`config.mk`:
```
export PLATFORM = sky130hd
export DESIGN_NAME = fetch_queue
export DESIGN_NICKNAME = d
export VERILOG_FILES = /design/src/rtl/tomasulo_pkg.sv /design/src/rtl/iq_fifo.sv /design/src/rtl/fetch_queue.sv
export SDC_FILE = /design/constraint.sdc
export NUM_CORES = 1
export LEC_CHECK = 0
export CAP_MARGIN = 5
export CORE_MARGIN = 1.5
export CORE_UTILIZATION = 48
export CTS_CLUSTER_SIZE = 10
export DETAILED_ROUTE_END_ITERATION = 12
export HOLD_SLACK_MARGIN = 0.06
export PLACE_DENSITY = 0.75
export SYNTH_ARGS = -nofsm -noshare
export SYNTH_HDL_FRONTEND = slang
export SYNTH_SLANG_ARGS = --single-unit
```
`constraint.sdc`:
```
create_clock -name clk -period 3.4 [get_ports clk]
set_input_delay 0.68 -clock clk [delete_from_list [all_inputs] [get_ports clk]]
set_output_delay 0.68 -clock clk [all_outputs]
set_load 0.02 [all_outputs]
```
`src/rtl/tomasulo_pkg.sv`:
```
// tomasulo_pkg: shared constants and types for the Tomasulo core front end
package tomasulo_pkg;
  localparam int IQ_DEPTH = 4;
  localparam int PC_W = 4;
  localparam int INSTR_W = 16;
  localparam logic [3:0] OP_SUB = 4'h0;
  localparam logic [3:0] OP_ADD = 4'h1;
  localparam logic [3:0] OP_MUL = 4'h2;
  localparam logic [3:0] OP_DIV = 4'h3;
  localparam logic [3:0] OP_ST = 4'h4;
  localparam logic [3:0] OP_LD = 4'h5;
  localparam logic [3:0] OP_HALT = 4'hF;
  typedef struct packed {
    logic [3:0] opcode;
    logic [3:0] rd;
    logic [3:0] rs1;
    logic [3:0] rs2;
  } instr_t;
  typedef enum logic {ST_RUN, ST_HALT} fetch_state_e;
endpackage

```
`src/rtl/iq_fifo.sv`:
```
// iq_fifo: circular FIFO with push/pop, occupancy count and synchronous clear
module iq_fifo #(
  parameter int DEPTH = 4,
  parameter int W = 20
) (
  input  logic                     clk,
  input  logic                     rst_n,
  input  logic                     clr,
  input  logic                     push,
  input  logic                     pop,
  input  logic [W-1:0]             din,
  output logic [W-1:0]             dout,
  output logic [$clog2(DEPTH):0]   count
);
  localparam int AW = $clog2(DEPTH);
  localparam int CW = AW + 1;
  logic [W-1:0] mem_q [DEPTH];
  logic [AW-1:0] head_q, head_d, tail_q, tail_d;
  logic [CW-1:0] count_q, count_d;
  // pointer and occupancy update; clear wins over any push or pop
  always_comb begin
    head_d = clr ? '0 : head_q + AW'(pop);
    tail_d = clr ? '0 : tail_q + AW'(push);
    count_d = clr ? '0 : count_q + CW'(push) - CW'(pop);
  end
  // state registers
  always_ff @(posedge clk) begin
    if (!rst_n) begin
      head_q <= '0;
      tail_q <= '0;
      count_q <= '0;
    end else begin
      head_q <= head_d;
      tail_q <= tail_d;
      count_q <= count_d;
    end
  end
  // entry storage needs no reset: it is only read while count is nonzero
  always_ff @(posedge clk) begin
    if (push && !clr) mem_q[tail_q] <= din;
  end
  assign dout = mem_q[head_q];
  assign count = count_q;
  assert property (@(posedge clk) disable iff (!rst_n) count_q <= CW'(DEPTH));
endmodule

```
`src/rtl/fetch_queue.sv`:
```
// fetch_queue: pc sequencing, halt detection and redirect flush in front of the instruction queue
module fetch_queue #(
  parameter int IQ_DEPTH = tomasulo_pkg::IQ_DEPTH,
  parameter int INSTR_W = tomasulo_pkg::INSTR_W,
  parameter int PC_W = tomasulo_pkg::PC_W,
  parameter logic [3:0] HALT_OP = tomasulo_pkg::OP_HALT
) (
  input  logic                        clk,
  input  logic                        rst_n,
  output logic [PC_W-1:0]             imem_addr,
  input  logic [INSTR_W-1:0]          imem_data,
  input  logic                        flush,
  input  logic [PC_W-1:0]             flush_pc,
  input  logic                        deq_ready,
  output logic                        deq_valid,
  output logic [INSTR_W-1:0]          deq_instr,
  output logic [PC_W-1:0]             deq_pc,
  output logic [$clog2(IQ_DEPTH):0]   iq_count,
  output logic                        iq_full,
  output logic                        fetch_done
);
  import tomasulo_pkg::*;
  localparam int CW = $clog2(IQ_DEPTH) + 1;
  localparam logic [PC_W-1:0] PC_MAX = '1;
  fetch_state_e state_q, state_d;
  logic [PC_W-1:0] pc_q, pc_d;
  logic [CW-1:0] count;
  logic [INSTR_W+PC_W-1:0] head;
  logic deq, fetch, is_halt, enq;
  assign deq_valid = count != '0;
  assign deq = deq_valid & deq_ready;
  assign is_halt = imem_data[INSTR_W-1 -: 4] == HALT_OP;
  assign fetch = state_q == ST_RUN && !flush && (count < CW'(IQ_DEPTH) || deq);
  assign enq = fetch & !is_halt;
  // next pc and run/halt state; the last address halts instead of wrapping
  always_comb begin
    pc_d = pc_q;
    state_d = state_q;
    if (flush) begin
      pc_d = flush_pc;
      state_d = ST_RUN;
    end else if (fetch) begin
      state_d = (is_halt || pc_q == PC_MAX) ? ST_HALT : ST_RUN;
      pc_d = (enq && pc_q != PC_MAX) ? pc_q + 1'b1 : pc_q;
    end
  end
  // pc and FSM registers
  always_ff @(posedge clk) begin
    if (!rst_n) begin
      pc_q <= '0;
      state_q <= ST_RUN;
    end else begin
      pc_q <= pc_d;
      state_q <= state_d;
    end
  end
  iq_fifo #(.DEPTH(IQ_DEPTH), .W(INSTR_W + PC_W)) u_fifo (
    .clk(clk),
    .rst_n(rst_n),
    .clr(flush),
    .push(enq),
    .pop(deq),
    .din({imem_data, pc_q}),
    .dout(head),
    .count(count)
  );
  assign imem_addr = pc_q;
  assign deq_instr = deq_valid ? head[PC_W +: INSTR_W] : '0;
  assign deq_pc = deq_valid ? head[PC_W-1:0] : '0;
  assign iq_count = count;
  assign iq_full = count == CW'(IQ_DEPTH);
  assign fetch_done = state_q == ST_HALT;
endmodule

```
==> results of run 1 <==
[through the flow]
stage | util (%) | hold WS [ns] | instance area, um2 | power, W
4_1_cts | 62.8 | 0.559 | 4580 | 0.00252
5_1_grt | 62.8 | 0.584 | 4580 | 0.00260
2_1_floorplan | - | 0.524 | 3660 | 0.00155
3_5_place_dp | 59.8 | 0.533 | 4360 | 0.00174
3_3_place_gp | 59.8 | 0.494 | 4360 | 0.00174
6_report | 62.8 | 0.549 | 4580 | 0.00250
[sequential cells by signal (all words and copies together), names as in the netlist]
name           flops
u_fifo.mem_q      80
imem_addr          4
u_fifo.count       3
u_fifo.head_q      2
u_fifo.tail_q      2
fetch_done         1
[synth_stat cells, drive strengths merged (2+ instances only)]
cell type,n
nand2,2
nor4,2
xnor2,5
buf,3
nor2,6
clkbuf,3
o21ai,4
ha,4
edfxtp,80
and3,4
dfxtp,12
a211oi,2
a21oi,2
and4,2
nor3b,2
and2,25
inv,5
mux4,20
[kinds of logic after synthesis]
family | count (synthesis)
flip-flops | 92
buffers and inverters | 11
XOR/XNOR | 6
adder cells (fa/ha/maj) | 5
multiplexers | 21
AO/OA/AOI/OAI | 9
AND/OR/NAND/NOR | 50
[worst register-to-register path, cell delays in order, from the launching register on]
cell and delay (ns):
dfxtp_1 0.35, or3_1 0.39, and2_1 0.19, ha_1 0.27, inv_1 0.04, ha_1 0.20, fa_1 0.38, xnor2_1 0.18
xnor2_1 0.14, nor2_1 0.05
[per-layer routing]
metal  track usage [%]  share of wire (%)  up-vias
met5                 0                  0        -
met4              5.56                1.3        0
met3              3.96                3.5        7
met2              27.5                 52       39
met1              19.9                 43      930
li1                  -                  -      886
[cell type report]
class                   count  area (um2)  share of cell area (%)
flip-flops and latches     92        2640                    57.7
multi-input cells          91         971                    21.2
repair buffers             61         603                    13.2
clock buffers               9         124                    2.70
well taps                  99         124                    2.70
clock inverters             7        98.8                    2.16
inverters                   5        18.8                   0.410
[power breakdown]
part	switching, W	total [W]	internal [W]
Combinational	0.000200	0.000413	0.000213
Sequential	0.0000232	0.00130	0.00127
Clock	0.000368	0.000787	0.000419
Total	0.000591	0.00250	0.00190
[worst max-delay path by stage]
stage | startpoint | endpoint | slack [ns] | cells after the start
after global routing | u_fifo.head_q[0] | deq_instr[1] | 0.36 | 4
after CTS | u_fifo.head_q[0] | deq_instr[1] | 0.44 | 4
after global placement | imem_data[14] | u_fifo.mem_q[0][12] | 0.64 | 5
after floorplan | imem_data[14] | u_fifo.mem_q[0][0] | 0.14 | 3
final | u_fifo.head_q[0] | deq_pc[3] | 0.48 | 4
after detailed placement | imem_data[14] | u_fifo.mem_q[0][11] | 0.55 | 5
==> results.toml, run 1 <==
[status]
status = "complete, no violations"

[cts]
cts_tree = "done"
numClockSinks = 92
clockBufferDepth = 2
post_cts_resized = 0
htreeDepth = 3
hold_buffers = 0
post-cts-setup-buffers = 0
cts_buffers = 9
clk_pin_slew_ns = 0.08
clockRootBuffer = "clkbuf_8"
clk_latency_ns = 0.34

[floorplan]
dieWidth_um = 90.3
row_count = 31
die_h_um = 90.3
ios = 54
coreArea_mm2 = 0.00729
die_area_mm2 = 0.00815
start_util_pct = 50.1

[finish]
drive_above_1_share_pct = 18.9
fillers = 565
fin_nets = 289
mostFrequentLayoutCells = "edfxtp_1 (80), clkdlybuf4s50_1 (53), and2_1 (25)"
num_antenna_cells = 0
finalNonFillerCells = 364
area_delta_synth_final_pct = 25.3
mostFrequentLayoutCell = "edfxtp_1"

[worst_hold_path]
min-delay-start = "u_fifo.head_q[1]"
worstHoldPathType = "flip-flop to flip-flop"
hold_end = "u_fifo.head_q[1]"
hold_depth = 2

[sta]
worst_pin_slew_ns = 0.512
finalMaxSlewViolations = 0
rsz0062_at_grt = "no"
maxSlewHeadroom_pct = 65.6
fin_crit_sh_pct = 86.0
setup_viol = 0
fin_ws_ns = 0.477
fmax_mhz = 342
final_hold_viol_count = 0
period_needed_ns = 2.92
fin_worst_skew_ns = 0.00508
fin_setup_tns_ns = 0

[pwr]
peakVddDrop_mv = 0.250
p_leak_nw = 1.53
powerDensity_mw_per_mm2 = 545

[setup_path]
rr_startpoint = "u_fifo.count[1]"
crit_path_cell_trace = "buf_12, mux4_2, and2_1, clkdlybuf4s50_1"
reg2reg_to = "u_fifo.count[2]"
start_kind = "flip-flop"
crit_family = "buffers and inverters"
cp.arrival_ns = 2.24
reg2reg_setup_slack_ns = 1.11
crit_buf_inv = 2
critical_path_class = "flip-flop to output port"
worst_setup_path_end_kind = "output port"
cp.required_ns = 2.72
path_max_fanout = 20
slowest_delay_ns = 0.53
cpMaxStageDelayCell = "mux4_2"
worst_r2r_path_depth = 9

[detailed_routing]
wl_um = 5940
ant_nets = 0
wl_per_cell_um = 16.3
drt_iter0_drc = 104
route.detailed.drc = 0
vias = 1862
dr.pass1.iters = 4
via_per_inst = 5.12

[yosys]
ys_ff_latch = 92
synth-simple-area-share_pct = 8.97
ys_warn_count = 0
synth_area_mm2 = 0.00366
synth.area.mux_share_pct = 12.6
yosysUniqueCellTypes = 32
synth-compound-area-share_pct = 1.44
synth-edff-count = 80
syn_avg_cell_area_um2 = 18.8
synth_top_area_share_pct = 65.7
ys_seq_area_share_pct = 72.3
yosys.area_share.xor_xnor_pct = 1.44
ys.flop_type = "edfxtp_1"
ys_top_cells_by_area = "edfxtp_1 (66%), mux4_2 (12%), dfxtp_1 (6.6%)"
async_reset_ff_share_pct = 0
netlist_instances = 194
synth_fa_ha_area_share_pct = 1.92
syn_nets = 223
synth_top_area_cell = "edfxtp_1"
synth_top_family_by_area = "multiplexers"

[placement]
io_buffers = 53
gp_congestion = 0.767
dp_slack_ns = 0.550
dp_hpwl_um = 3760
place_inst = 348

[grt]
antenna_found_initial = 0
grt_pass1_vias = 1963
grt-ovfl-total = 0
grt_pass1_wl_um = 9880
grt_max_degree = 23
track_usage_pct = 16.0

[run]
maxCapViolCount = 0
Power figures use the tool's default switching activity.
==> run 2, diff against run 1 <==
- ABC_AREA: default -> 1
- CORE_UTILIZATION: 48 -> 49
- PLACE_DENSITY: 0.75 -> 0.8
==> results.toml, run 2 <==
[detailed_routing]
wl_um = 7570
drt_iter0_drc = 145
route.detailed.drc = 0
via_per_inst = 5.11
dr.pass1.iters = 4
ant_nets = 0
vias = 2559
wl_per_cell_um = 15.1

[setup_path]
crit_path_cell_trace = "buf_12, nor2_1, nor2_1, o21ai_0, a21oi_1, clkdlybuf4s50_1"
path_max_fanout = 32
worst_r2r_path_depth = 9
critical_path_class = "flip-flop to output port"
cpMaxStageDelayCell = "dfxtp_1"
cp.arrival_ns = 2.41
start_kind = "flip-flop"
cp.required_ns = 2.72
cpMostUsedCell = "nor2_1"
reg2reg_to = "u_fifo.count[2]"
rr_startpoint = "u_fifo.count[1]"
slowest_delay_ns = 0.66
worst_setup_path_end_kind = "output port"
reg2reg_setup_slack_ns = 0.86

[grt]
grt_pass1_wl_um = 12300
grt_max_degree = 41
grt-ovfl-total = 0
grt_pass1_vias = 2571
track_usage_pct = 19.6
antenna_found_initial = 0

[sta]
setup_viol = 0
fin_worst_skew_ns = 0.00713
worst_pin_slew_ns = 0.628
maxSlewHeadroom_pct = 58.0
final_hold_viol_count = 0
holdWs_ns = 0.559
fin_setup_tns_ns = 0
rsz0062_at_grt = "no"
fmax_mhz = 323
period_needed_ns = 3.09
finalMaxSlewViolations = 0
fin_ws_ns = 0.306
fin_crit_sh_pct = 91.0

[yosys]
ys_seq_area_share_pct = 69.3
syn_avg_cell_area_um2 = 11.3
synth_area_mm2 = 0.00381
synth_top_area_share_pct = 63.0
synth-edff-count = 80
async_reset_ff_share_pct = 0
yosys-top-cells-count = "nor2_1 (88), edfxtp_1 (80), o21ai_0 (39)"
ys_warn_count = 0
ys.flop_type = "edfxtp_1"
yosysUniqueCellTypes = 27
ys_top_cells_by_area = "edfxtp_1 (63%), nor2_1 (8.7%), dfxtp_1 (6.3%)"
syn_nets = 366
netlist_instances = 337
yosysMostFrequentCell = "nor2_1"
synth_top_area_cell = "edfxtp_1"
ys_ff_latch = 92

[pwr]
p_leak_nw = 1.68
peakVddDrop_mv = 0.229
powerDensity_mw_per_mm2 = 510

[floorplan]
ios = 54
row_count = 31
dieWidth_um = 91.2
start_util_pct = 51.5
coreArea_mm2 = 0.00741
die_h_um = 91.2
die_area_mm2 = 0.00832

[placement]
dp_hpwl_um = 4970
place_inst = 485
io_buffers = 53
dp_slack_ns = 0.727
gp_congestion = 0.797

[cts]
post-cts-setup-buffers = 0
clockRootBuffer = "clkbuf_8"
hold_buffers = 0
clockBufferDepth = 2
cts_buffers = 9
numClockSinks = 92
clk_pin_slew_ns = 0.08
htreeDepth = 3
post_cts_resized = 0
cts_tree = "done"
clk_latency_ns = 0.36

[finish]
regMostFlops = "u_fifo.mem_q"
fillers = 566
num_antenna_cells = 0
mostFrequentLayoutCell = "nor2_1"
largest_register_ff_count = 80
mostFrequentLayoutCells = "nor2_1 (88), edfxtp_1 (80), clkdlybuf4s50_1 (53)"
drive_above_1_share_pct = 9.70
finalNonFillerCells = 501
area_delta_synth_final_pct = 22.0
fin_nets = 426

[worst_hold_path]
hold_depth = 2
worstHoldPathType = "flip-flop to flip-flop"
min-delay-start = "fetch_done"
hold_end = "fetch_done"

[status]
status = "complete, no violations"

[run]
maxCapViolCount = 0
==> run 2: cell type report <==
cell class	instances	area, um2	area share, %
well taps	99	124	2.66
inverters	21	78.8	1.69
repair buffers	65	633	13.6
flip-flops and latches	92	2640	56.8
clock inverters	7	42.5	0.914
clock buffers	9	124	2.66
multi-input cells	208	1010	21.7
==> run 2: stage by stage <==
step           utilization [%]  power (W)  instance area, um2
5_1_grt                   62.8    0.00247                4650
3_5_place_dp              60.6    0.00176                4490
4_1_cts                   62.8    0.00238                4650
3_3_place_gp              60.6    0.00175                4490
6_report                  62.8    0.00238                4650
2_1_floorplan                -    0.00156                3810
==> run 2: logic make-up (layout without fill, tap and decap cells) <==
family,Yosys count,count (layout),synth area share [%]
buffers and inverters,37,102,4.82
adder cells (fa/ha/maj),5,5,1.84
AO/OA/AOI/OAI,70,70,9.28
XOR/XNOR,3,3,0.689
AND/OR/NAND/NOR,130,130,14.1
flip-flops,92,92,69.3
==> run 2: worst max-delay path by stage <==
stage,startpoint,endpoint,slack (ns),depth (start not counted)
floorplan,deq_ready,u_fifo.mem_q[0][0],0.46,6
global placement,u_fifo.head_q[0],deq_instr[15],0.75,4
detailed placement,u_fifo.head_q[0],deq_instr[15],0.73,4
CTS,u_fifo.head_q[0],deq_instr[14],0.29,4
global route,u_fifo.head_q[0],deq_pc[3],0.14,4
finish,u_fifo.head_q[0],deq_instr[14],0.31,6
==> run 2: critical path, delay by kind of cell (launching register included) <==
family | cells | cell delay, ns
AO/OA/AOI/OAI | 2 | 0.34
AND/OR/NAND/NOR | 2 | 0.14
buffers and inverters | 2 | 0.89
flip-flops | 1 | 0.66
==> run 2: metal layers <==
| layer | share of wire (%) | vias to the layer above | global-route usage [%] | wire [um] |
|---|---|---|---|---|
| met5 | 0 | - | 0 | 0 |
| met4 | 2.1 | 0 | 8.72 | 160 |
| met3 | 4.3 | 13 | 3.60 | 323 |
| met2 | 52 | 61 | 34.4 | 3950 |
| met1 | 41 | 1207 | 23.3 | 3130 |
| li1 | - | 1278 | - | - |
==> run 2: report_power, final <==
group | switching, W | internal (W)
Sequential | 0.0000297 | 0.00127
Combinational | 0.000245 | 0.000188
Clock | 0.000379 | 0.000262
Total | 0.000654 | 0.00172
==> run 3, diff against run 2 <==
- CORE_MARGIN: 1.5 -> default
==> results.toml, run 3 (same netlist as run 2, synthesis figures left out) <==
[finish]
mostFrequentLayoutCells = "nor2_1 (88), edfxtp_1 (80), clkdlybuf4s50_1 (53)"
seqCellArea_mm2 = 0.00264
drive_above_1_share_pct = 9.05
regMostFlops = "u_fifo.mem_q"
mostFrequentLayoutCell = "nor2_1"
fillers = 580
fin_nets = 422
largest_register_ff_count = 80
area_delta_synth_final_pct = 21.7
fin_util_pct = 63.0
multiInputGateArea_mm2 = 0.00101
num_antenna_cells = 0

[sta]
period_needed_ns = 3.09
finalMaxSlewViolations = 0
maxSlewHeadroom_pct = 48.0
setup_viol = 0
fin_setup_tns_ns = 0
fmax_mhz = 324
worst_pin_slew_ns = 0.780
fin_crit_sh_pct = 90.8
rsz0062_at_grt = "no"
final_hold_viol_count = 0
fin_worst_skew_ns = 0.00540

[grt]
grt_pass1_wl_um = 12300
grt_max_degree = 41
grt_pass1_vias = 2544
antenna_found_initial = 0
grt-ovfl-total = 0
track_usage_pct = 19.6

[setup_path]
crit_path_cell_trace = "buf_4, inv_2, o21ai_0, a21oi_1, clkdlybuf4s50_1"
cp.required_ns = 2.72
crit_family = "buffers and inverters"
worst_r2r_path_depth = 9
start_kind = "flip-flop"
rr_startpoint = "u_fifo.count[1]"
critPathLaunch = "u_fifo.head_q[0]"
path_max_fanout = 40
cpMaxStageDelayCell = "clkdlybuf4s50_1"
reg2reg_setup_slack_ns = 1.12
crit_end = "deq_instr[14]"
critical_path_class = "flip-flop to output port"
reg2reg_to = "u_fifo.count[2]"
critical_path_cell_count = 5
worst_setup_path_end_kind = "output port"
slowest_delay_ns = 0.64
crit_buf_inv = 3
cp.arrival_ns = 2.41

[floorplan]
coreArea_mm2 = 0.00737
start_util_pct = 51.8
die_h_um = 90.2
row_count = 31
ios = 54
die_area_mm2 = 0.00814
dieWidth_um = 90.2

[cts]
post-cts-setup-buffers = 0
clockRootBuffer = "clkbuf_8"
hold_buffers = 0
clockBufferDepth = 2
cts_tree = "done"
numClockSinks = 92
htreeDepth = 3
post_cts_resized = 0
cts_buffers = 9
clk_latency_ns = 0.34
clk_pin_slew_ns = 0.09

[placement]
gp_congestion = 0.731
dp_hpwl_um = 4710
io_buffers = 53

[detailed_routing]
wl_per_cell_um = 15.5
dr.pass1.iters = 5
wl_um = 7700
route.detailed.drc = 0
via_per_inst = 5.22
drt_iter0_drc = 156
vias = 2594
ant_nets = 0

[run]
maxCapViolCount = 0

[pwr]
peakVddDrop_mv = 0.233
p_leak_nw = 1.67
powerDensity_mw_per_mm2 = 529

[status]
status = "complete, no violations"

[worst_hold_path]
hold_depth = 2
worstHoldPathType = "flip-flop to flip-flop"
==> run 3: cell count changes in the layout (fill, tap and decap cells not counted) <==
| cell | previous run | this run |
|---|---|---|
| buf_4 | 11 | 8 |
| clkinv_2 | 2 | 0 |
| clkinv_4 | 1 | 3 |
| buf_12 | 1 | 0 |
| bufinv_16 | 0 | 1 |
| clkinv_1 | 2 | 1 |
==> run 3: area by class of cell <==
cell class	count	share of cell area (%)
Clock inverter	7	1.64
Sequential cell	92	56.9
Timing Repair Buffer	61	12.7
Inverter	21	1.70
Clock buffer	9	2.67
Multi-Input combinational cell	208	21.7
Tap cell	99	2.67
==> run 3: layer usage <==
layer,vias to the layer above,part of all wire [%],global-route usage (%)
met2,67,51,33.5
met3,5,4.3,3.30
met5,-,0,0
met4,0,0.57,7.53
li1,1266,-,-
met1,1256,44,25.1
==> run 3: stage by stage <==
stage,hold slack (ns),setup slack (ns),power (W),instances,instance area (um2)
after CTS,0.559,0.316,0.00248,497,4640
after global routing,0.593,0.171,0.00257,497,4640
after floorplan,0.520,0.460,0.00156,337,3810
after detailed placement,0.539,0.679,0.00176,481,4440
final,0.547,0.312,0.00246,497,4640
after global placement,0.525,0.766,0.00175,481,4440
==> run 3: worst register-to-register path, cell delays in order (launching register included) <==
cell and delay, ns:
dfxtp_1 0.38, nor3_4 0.19, buf_4 0.31, nor2_2 0.11
ha_1 0.28, inv_1 0.04, ha_1 0.21, fa_1 0.42
xnor2_1 0.18, nor2_1 0.05
==> run 3: worst min-delay path by stage <==
| stage | startpoint | endpoint | slack (ns) |
|---|---|---|---|
| floorplan | u_fifo.tail_q[1] | u_fifo.tail_q[1] | 0.52 |
| global placement | fetch_done | fetch_done | 0.52 |
| detailed placement | fetch_done | fetch_done | 0.54 |
| CTS | fetch_done | fetch_done | 0.56 |
| global route | fetch_done | fetch_done | 0.59 |
| finish | fetch_done | fetch_done | 0.55 |
==> run 3: power by group <==
group / leakage, nW / switching, W / internal (W)
sequential: 0.835 / 0.0000270 / 0.00127
combinational: 0.735 / 0.000252 / 0.000185
clock: 0.0974 / 0.000379 / 0.000344
